[config.mk]
export PLATFORM = sky130hd
export DESIGN_NAME = multicycle_ctrl
export DESIGN_NICKNAME = d
export VERILOG_FILES = /design/src/rtl/rv_ctrl_pkg.sv /design/src/rtl/mem_wait_timer.sv /design/src/rtl/multicycle_ctrl.sv
export SDC_FILE = /design/constraint.sdc
export NUM_CORES = 1
export LEC_CHECK = 0
export BUFFER_PORTS_ARGS = -buffer_cell sky130_fd_sc_hd__buf_4
export CORE_ASPECT_RATIO = 1.4
export CORE_MARGIN = 4
export CORE_UTILIZATION = 42
export DETAILED_ROUTE_END_ITERATION = 16
export PLACE_DENSITY_LB_ADDON = 0.05
export SYNTH_ARGS = -nofsm -noshare
export SYNTH_HDL_FRONTEND = slang
export SYNTH_HIERARCHICAL = 1
export SYNTH_SLANG_ARGS = --single-unit
export TNS_END_PERCENT = 5
[constraint.sdc]
create_clock -name clk -period 2.7 [get_ports clk]
set_input_delay 0.405 -clock clk [delete_from_list [all_inputs] [get_ports clk]]
set_output_delay 0.405 -clock clk [all_outputs]
set_load 0.05 [all_outputs]
[src/rtl/rv_ctrl_pkg.sv]
// Shared encodings for the RV32I multi-cycle control path: states, opcodes,
// immediate-format selects (also used by the sign-extension unit) and ALU ops.
package rv_ctrl_pkg;

  typedef enum logic [3:0] {
    S_FETCH    = 4'd0,
    S_DECODE   = 4'd1,
    S_EXEC_R   = 4'd2,
    S_EXEC_I   = 4'd3,
    S_ALU_WB   = 4'd4,
    S_MEM_ADDR = 4'd5,
    S_MEM_RD   = 4'd6,
    S_LOAD_WB  = 4'd7,
    S_MEM_WR   = 4'd8,
    S_BRANCH   = 4'd9,
    S_HALT     = 4'd10
  } state_t;

  localparam logic [6:0] OP_R      = 7'b0110011;
  localparam logic [6:0] OP_I      = 7'b0010011;
  localparam logic [6:0] OP_LOAD   = 7'b0000011;
  localparam logic [6:0] OP_STORE  = 7'b0100011;
  localparam logic [6:0] OP_BRANCH = 7'b1100011;

  localparam logic [2:0] F3_BEQ = 3'b000;

  localparam logic [1:0] IMM_NONE = 2'd0;
  localparam logic [1:0] IMM_I    = 2'd1;
  localparam logic [1:0] IMM_S    = 2'd2;
  localparam logic [1:0] IMM_B    = 2'd3;

  localparam logic [1:0] ALU_ADD   = 2'd0;
  localparam logic [1:0] ALU_SUB   = 2'd1;
  localparam logic [1:0] ALU_FUNCT = 2'd2;

  function automatic logic is_mem_state(input state_t s);
    return (s == S_FETCH) || (s == S_MEM_RD) || (s == S_MEM_WR);
  endfunction

endpackage

[src/rtl/mem_wait_timer.sv]
// Wait-state counter for the memory handshake: synchronous clear, count
// enable, and an expiry flag raised on the LIMIT-th consecutive wait cycle.
module mem_wait_timer #(
  parameter int LIMIT = 16
) (
  input  logic clk,
  input  logic rst_n,
  input  logic clr,
  input  logic en,
  output logic expired
);

  localparam int CNT_W = (LIMIT < 2) ? 1 : $clog2(LIMIT);

  logic [CNT_W-1:0] cnt;

  always_ff @(posedge clk or negedge rst_n) begin
    if (!rst_n) begin
      cnt <= '0;
    end else if (clr) begin
      cnt <= '0;
    end else if (en) begin
      cnt <= cnt + 1'b1;
    end
  end

  // LIMIT == 0 disables the timeout entirely.
  assign expired = (LIMIT != 0) && en && (cnt == CNT_W'(LIMIT - 1));

endmodule

[src/rtl/multicycle_ctrl.sv]
// Multi-cycle RV32I control FSM: fetch/decode/execute/memory/writeback.
// Optional performance counters are built when PERF_CNT_EN is defined.
// Memory handshake: mem_req/mem_we are held from request start through the
// cycle where mem_ready is high; the transfer completes on that edge.
module multicycle_ctrl
  import rv_ctrl_pkg::*;
#(
  parameter int MEM_TIMEOUT = 16,
  parameter int OPCODE_W    = 7
) (
  input  logic        clk,
  input  logic        rst_n,
  input  logic [31:0] instr,
  input  logic        zero,
  input  logic        mem_ready,
  output logic        mem_req,
  output logic        mem_we,
  output logic        ir_we,
  output logic        pc_we,
  output logic        pc_src,
  output logic [1:0]  imm_sel,
  output logic        alu_src_b,
  output logic [1:0]  alu_op,
  output logic        rf_we,
  output logic        result_src,
  output logic        illegal,
  output logic        bus_err,
  output logic        busy,
`ifdef PERF_CNT_EN
  output logic [31:0] cycle_cnt,
  output logic [31:0] instret_cnt,
`endif
  output logic [3:0]  dbg_state
);

  state_t state, state_nx;
  logic   is_store, is_store_nx;
  logic   illegal_nx, bus_err_nx;
  logic   wait_en, wait_clr, wait_exp;

  logic [OPCODE_W-1:0] opcode;
  logic [2:0]          funct3;
  logic                unused_instr;

  assign opcode       = instr[OPCODE_W-1:0];
  assign funct3       = instr[14:12];
  assign unused_instr = ^{instr[31:15], instr[11:OPCODE_W]};
  assign dbg_state    = state;

  assign wait_en  = is_mem_state(state) && !mem_ready;
  assign wait_clr = !is_mem_state(state) || mem_ready;

  mem_wait_timer #(.LIMIT(MEM_TIMEOUT)) u_timer (
    .clk     (clk),
    .rst_n   (rst_n),
    .clr     (wait_clr),
    .en      (wait_en),
    .expired (wait_exp)
  );

  always_ff @(posedge clk or negedge rst_n) begin
    if (!rst_n) begin
      state    <= S_FETCH;
      is_store <= 1'b0;
      illegal  <= 1'b0;
      bus_err  <= 1'b0;
    end else begin
      state    <= state_nx;
      is_store <= is_store_nx;
      illegal  <= illegal_nx;
      bus_err  <= bus_err_nx;
    end
  end

  always_comb begin
    state_nx    = state;
    is_store_nx = is_store;
    illegal_nx  = illegal;
    bus_err_nx  = bus_err;
    mem_req     = 1'b0;
    mem_we      = 1'b0;
    ir_we       = 1'b0;
    pc_we       = 1'b0;
    pc_src      = 1'b0;
    imm_sel     = IMM_NONE;
    alu_src_b   = 1'b0;
    alu_op      = ALU_ADD;
    rf_we       = 1'b0;
    result_src  = 1'b0;
    busy        = 1'b1;

    case (state)
      S_FETCH: begin
        mem_req = 1'b1;
        if (mem_ready) begin
          ir_we    = 1'b1;
          pc_we    = 1'b1;
          state_nx = S_DECODE;
        end else if (wait_exp) begin
          bus_err_nx = 1'b1;
          state_nx   = S_HALT;
        end
      end
      S_DECODE: begin
        is_store_nx = (opcode == OP_STORE);
        case (opcode)
          OP_R:              state_nx = S_EXEC_R;
          OP_I:              state_nx = S_EXEC_I;
          OP_LOAD, OP_STORE: state_nx = S_MEM_ADDR;
          // Only BEQ is implemented; funct3 is checked here while instr is valid.
          OP_BRANCH: begin
            if (funct3 == F3_BEQ) begin
              state_nx = S_BRANCH;
            end else begin
              illegal_nx = 1'b1;
              state_nx   = S_HALT;
            end
          end
          default: begin
            illegal_nx = 1'b1;
            state_nx   = S_HALT;
          end
        endcase
      end
      S_EXEC_R: begin
        alu_op   = ALU_FUNCT;
        state_nx = S_ALU_WB;
      end
      S_EXEC_I: begin
        imm_sel   = IMM_I;
        alu_src_b = 1'b1;
        alu_op    = ALU_FUNCT;
        state_nx  = S_ALU_WB;
      end
      S_ALU_WB: begin
        rf_we    = 1'b1;
        state_nx = S_FETCH;
      end
      S_MEM_ADDR: begin
        imm_sel   = is_store ? IMM_S : IMM_I;
        alu_src_b = 1'b1;
        state_nx  = is_store ? S_MEM_WR : S_MEM_RD;
      end
      S_MEM_RD: begin
        mem_req = 1'b1;
        imm_sel = IMM_I;
        if (mem_ready) begin
          state_nx = S_LOAD_WB;
        end else if (wait_exp) begin
          bus_err_nx = 1'b1;
          state_nx   = S_HALT;
        end
      end
      S_LOAD_WB: begin
        rf_we      = 1'b1;
        result_src = 1'b1;
        state_nx   = S_FETCH;
      end
      S_MEM_WR: begin
        mem_req = 1'b1;
        mem_we  = 1'b1;
        imm_sel = IMM_S;
        if (mem_ready) begin
          state_nx = S_FETCH;
        end else if (wait_exp) begin
          bus_err_nx = 1'b1;
          state_nx   = S_HALT;
        end
      end
      S_BRANCH: begin
        imm_sel  = IMM_B;
        alu_op   = ALU_SUB;
        pc_we    = zero;
        pc_src   = zero;
        state_nx = S_FETCH;
      end
      S_HALT: begin
        busy = 1'b0;
      end
      default: state_nx = S_HALT;
    endcase

    // Held in reset: every strobe drops immediately, without waiting for a clock.
    if (!rst_n) begin
      mem_req    = 1'b0;
      mem_we     = 1'b0;
      ir_we      = 1'b0;
      pc_we      = 1'b0;
      pc_src     = 1'b0;
      imm_sel    = IMM_NONE;
      alu_src_b  = 1'b0;
      alu_op     = ALU_ADD;
      rf_we      = 1'b0;
      result_src = 1'b0;
      busy       = 1'b0;
    end
  end

`ifdef PERF_CNT_EN
  logic retire;
  assign retire = (state_nx == S_FETCH) &&
                  ((state == S_ALU_WB) || (state == S_LOAD_WB) ||
                   (state == S_MEM_WR) || (state == S_BRANCH));

  always_ff @(posedge clk or negedge rst_n) begin
    if (!rst_n) begin
      cycle_cnt   <= '0;
      instret_cnt <= '0;
    end else begin
      if (busy)   cycle_cnt   <= cycle_cnt + 32'd1;
      if (retire) instret_cnt <= instret_cnt + 32'd1;
    end
  end
`endif

endmodule

==> key figures <==
GRT
  • Grt ovf: 0
  • First-pass GRT wire length: about 3.6 mm
  • Total GRT Usage: between 10% and 20%
  • Initial antenna violation count: 0
  • Largest net degree at the start of global routing: 22
  • Vias in the first global route: 815

Timing
  • Setup WS post-layout: 0.382 ns
  • Peak Freq: 431 MHz
  • Slew of the pin with the lowest slew margin: 0.782 ns
  • Final Max Slew Viols: 0
  • Final Hold Fails: 0
  • TNS Setup: 0 ns
  • Slew headroom: between 40% and 50%
  • Final setup vio count: 0
  • Clock skew: between 0.004 and 0.005 ns
  • Final period utilization: a little under nine tenths
  • RSZ-0062 raised after global routing: false
  • Tmin final: 2.32 ns

Finish
  • Nets: approximately 170
  • Syn-to-layout area delta: 37.1%
  • Layout cell share with drive strength beyond 1: 34.3%
  • Sequential cell area: 275 sq um
  • Commonest cells after routing, fill and taps aside: buf_4, dfrtp_1, a21oi_1, nand2_1
  • Most common cell after layout, fill and taps aside: buf_4
  • # diodes: 0
  • Fillers: a little under 200
  • Multi-input gate area: just under 600 sq um

Power and ir drop
  • Power per Cell Area: 255 nW/um^2
  • VDD IR-drop max: approximately 0.2 mV
  • Lkg Pwr: between 0.5 and 0.6 nW

Worst setup path
  • Reg-to-Reg Start: dbg_state[1]
  • CP endpoint kind: output port
  • CP Class: input port to output port
  • Crit path DAT: 1.91 ns
  • CP startpoint: rst_n
  • Largest stage delay, worst path: ~0.53 ns
  • WP data required: 2.30 ns
  • Critical path launch point type: input port
  • Crit-path max FO: 21
  • Crit-path slowest cell: dlygate4sd3_1
  • Worst path most repeated cell: buf_4
  • Crit path cell chain: dlygate4sd3_1 -> buf_4 -> nand2b_1 -> nor4_4 -> or2_1 -> buf_4

Yosys
  • Unique masters post-synth: 46
  • Post-synth EDFFs: 0
  • Number of synthesized register bits: 11
  • Mapped cell area: 876 sq um
  • Mean Syn Cell Area: ~9 sq um
  • Yosys warnings: 6
  • Cells after Synth: between 90 and 100
  • Synth Flop Type: dfrtp_1
  • Register area share after synthesis: a little under a third
  • FFs w/ async S/R, synth: 100%
  • Syn_nets: around 140

Route
  • DRT Pass-1 Iters: 4
  • WL per Instance: around 14 microns
  • Routed WL: roughly 2.2 mm
  • Drt drc: 0
  • Via-to-Cell Ratio: 5.64
  • Starting DRT DRC Count: 13
  • Vias: 874
  • Post-DRT Antenna Nets: 0

CTS
  • Clock transition at the registers of the reported paths: 0.07 ns
  • CTS tree: done
  • Root buffer cell: clkbuf_4
  • CTS resizes: 0
  • TritonCTS Buffers: 3
  • CTS H-Tree Depth: 1
  • Clock sink count: 11
  • Worst-Skew Late Latency: 0.27 ns
  • Clk buf depth: 2

Floorplanning
  • Row Count: 19
  • Io pins: 55
  • Core Area: a little under 2000 sq um
  • Initial Utilization: between 40 and 50%
  • Die height: between 60 and 70 microns
  • Die area: approximately 2900 sq um
  • Die X: around 47 microns

Flow run
  • Max_cap viols: 0

Run status
  • Status: completed

Place
  • DP Worst Slack: around 0.46 ns
  • DP HPWL: ~1.6 mm
  • GP Congestion: between 0.7 and 0.8
  • Port Buf Inserts: 32

Worst hold path
  • Hold path start: instr[5]
  • Hold WC Path Type: input port to flip-flop
==> registers in the layout, indices dropped and copies added (netlist names) <==
| signal | count |
|---|---|
| is_store | 1 |
| dbg_state | 4 |
| bus_err | 1 |
| illegal | 1 |
| u_timer/cnt | 4 |
==> cell usage after synthesis, types with 3 or more instances <==
cell / instances / area (sq um)
clkbuf_1: 4 / 15.0
a21oi_1: 6 / 30.0
nand3b_1: 3 / 22.5
o21ai_1: 3 / 15.0
nor2_1: 5 / 18.8
nand2b_1: 5 / 31.3
and2_1: 4 / 25.0
nand2_1: 6 / 22.5
nor3_1: 3 / 15.0
o21a_1: 3 / 22.5
dfrtp_1: 11 / 275
==> area by class of cell <==
type	count	share of cell area, %
multi-input cells	79	48.1
repair buffers	38	24.0
flip-flops and latches	11	22.9
clock buffers	4	2.19
well taps	21	2.19
inverters	2	0.625
==> metal layers <==
layer / share of wire, % / up-vias / global-route usage (%) / routed length (microns)
li1: - / 437 / - / -
met1: 38 / 415 / 20.5 / 821
met2: 55 / 18 / 29.3 / 1190
met3: 5.3 / 4 / 1.73 / 115
met4: 1.4 / 0 / 6.10 / 30
met5: 0 / - / 0 / 0
==> cell families after synthesis <==
group           share of synthesized area [%]
compound gates                           17.4
xor+xnor                                 3.00
fa+ha+maj                                1.43
buf+inv                                  4.29
flops                                    31.4
mux                                      4.00
simple gates                             38.4
==> metrics by stage <==
| step | instance area, sq um | hold WS [ns] | total power [mW] | std cells | util, % |
|---|---|---|---|---|---|
| finish | 1200 | 0.391 | 0.306 | 155 | 60.9 |
| floorplan | 891 | 0.109 | 0.175 | 98 | - |
| global route | 1200 | 0.415 | 0.318 | 155 | 60.9 |
| detailed placement | 1160 | 0.282 | 0.195 | 150 | 59.0 |
| global placement | 1160 | 0.282 | 0.195 | 150 | 59.0 |
| CTS | 1200 | 0.395 | 0.307 | 155 | 60.9 |
==> power by group <==
group | internal, mW | total (mW) | switching (mW)
logic | 0.0159 | 0.0283 | 0.0124
registers | 0.165 | 0.165 | 0
clock network | 0.0572 | 0.113 | 0.0562
total | 0.238 | 0.306 | 0.0686
==> final timing paths <==
kind                                   to  cells past startpoint  slack [ns]
setup / recovery                    pc_we                      6        0.38
min in group asynchronous    dbg_state[0]                      2        0.54
setup reg to reg             dbg_state[1]                      8        0.46
max in group asynchronous  u_timer/cnt[2]                      2        1.97
hold / removal                   is_store                      3        0.39
hold reg to reg                   bus_err                      1        0.47
==> repair_timing <==
action                                 4_1_cts  5_1_grt
endpoints found under the hold margin        9        0
hold buffers                                 1        0
buffers inserted                             0        0
==> worst max-delay path, delay by kind of cell <==
kind                   cells  cell delay, ns
and+or+nand+nor            3            0.54
buffers and inverters      3            0.97
(Power assumes the default switching activity.)
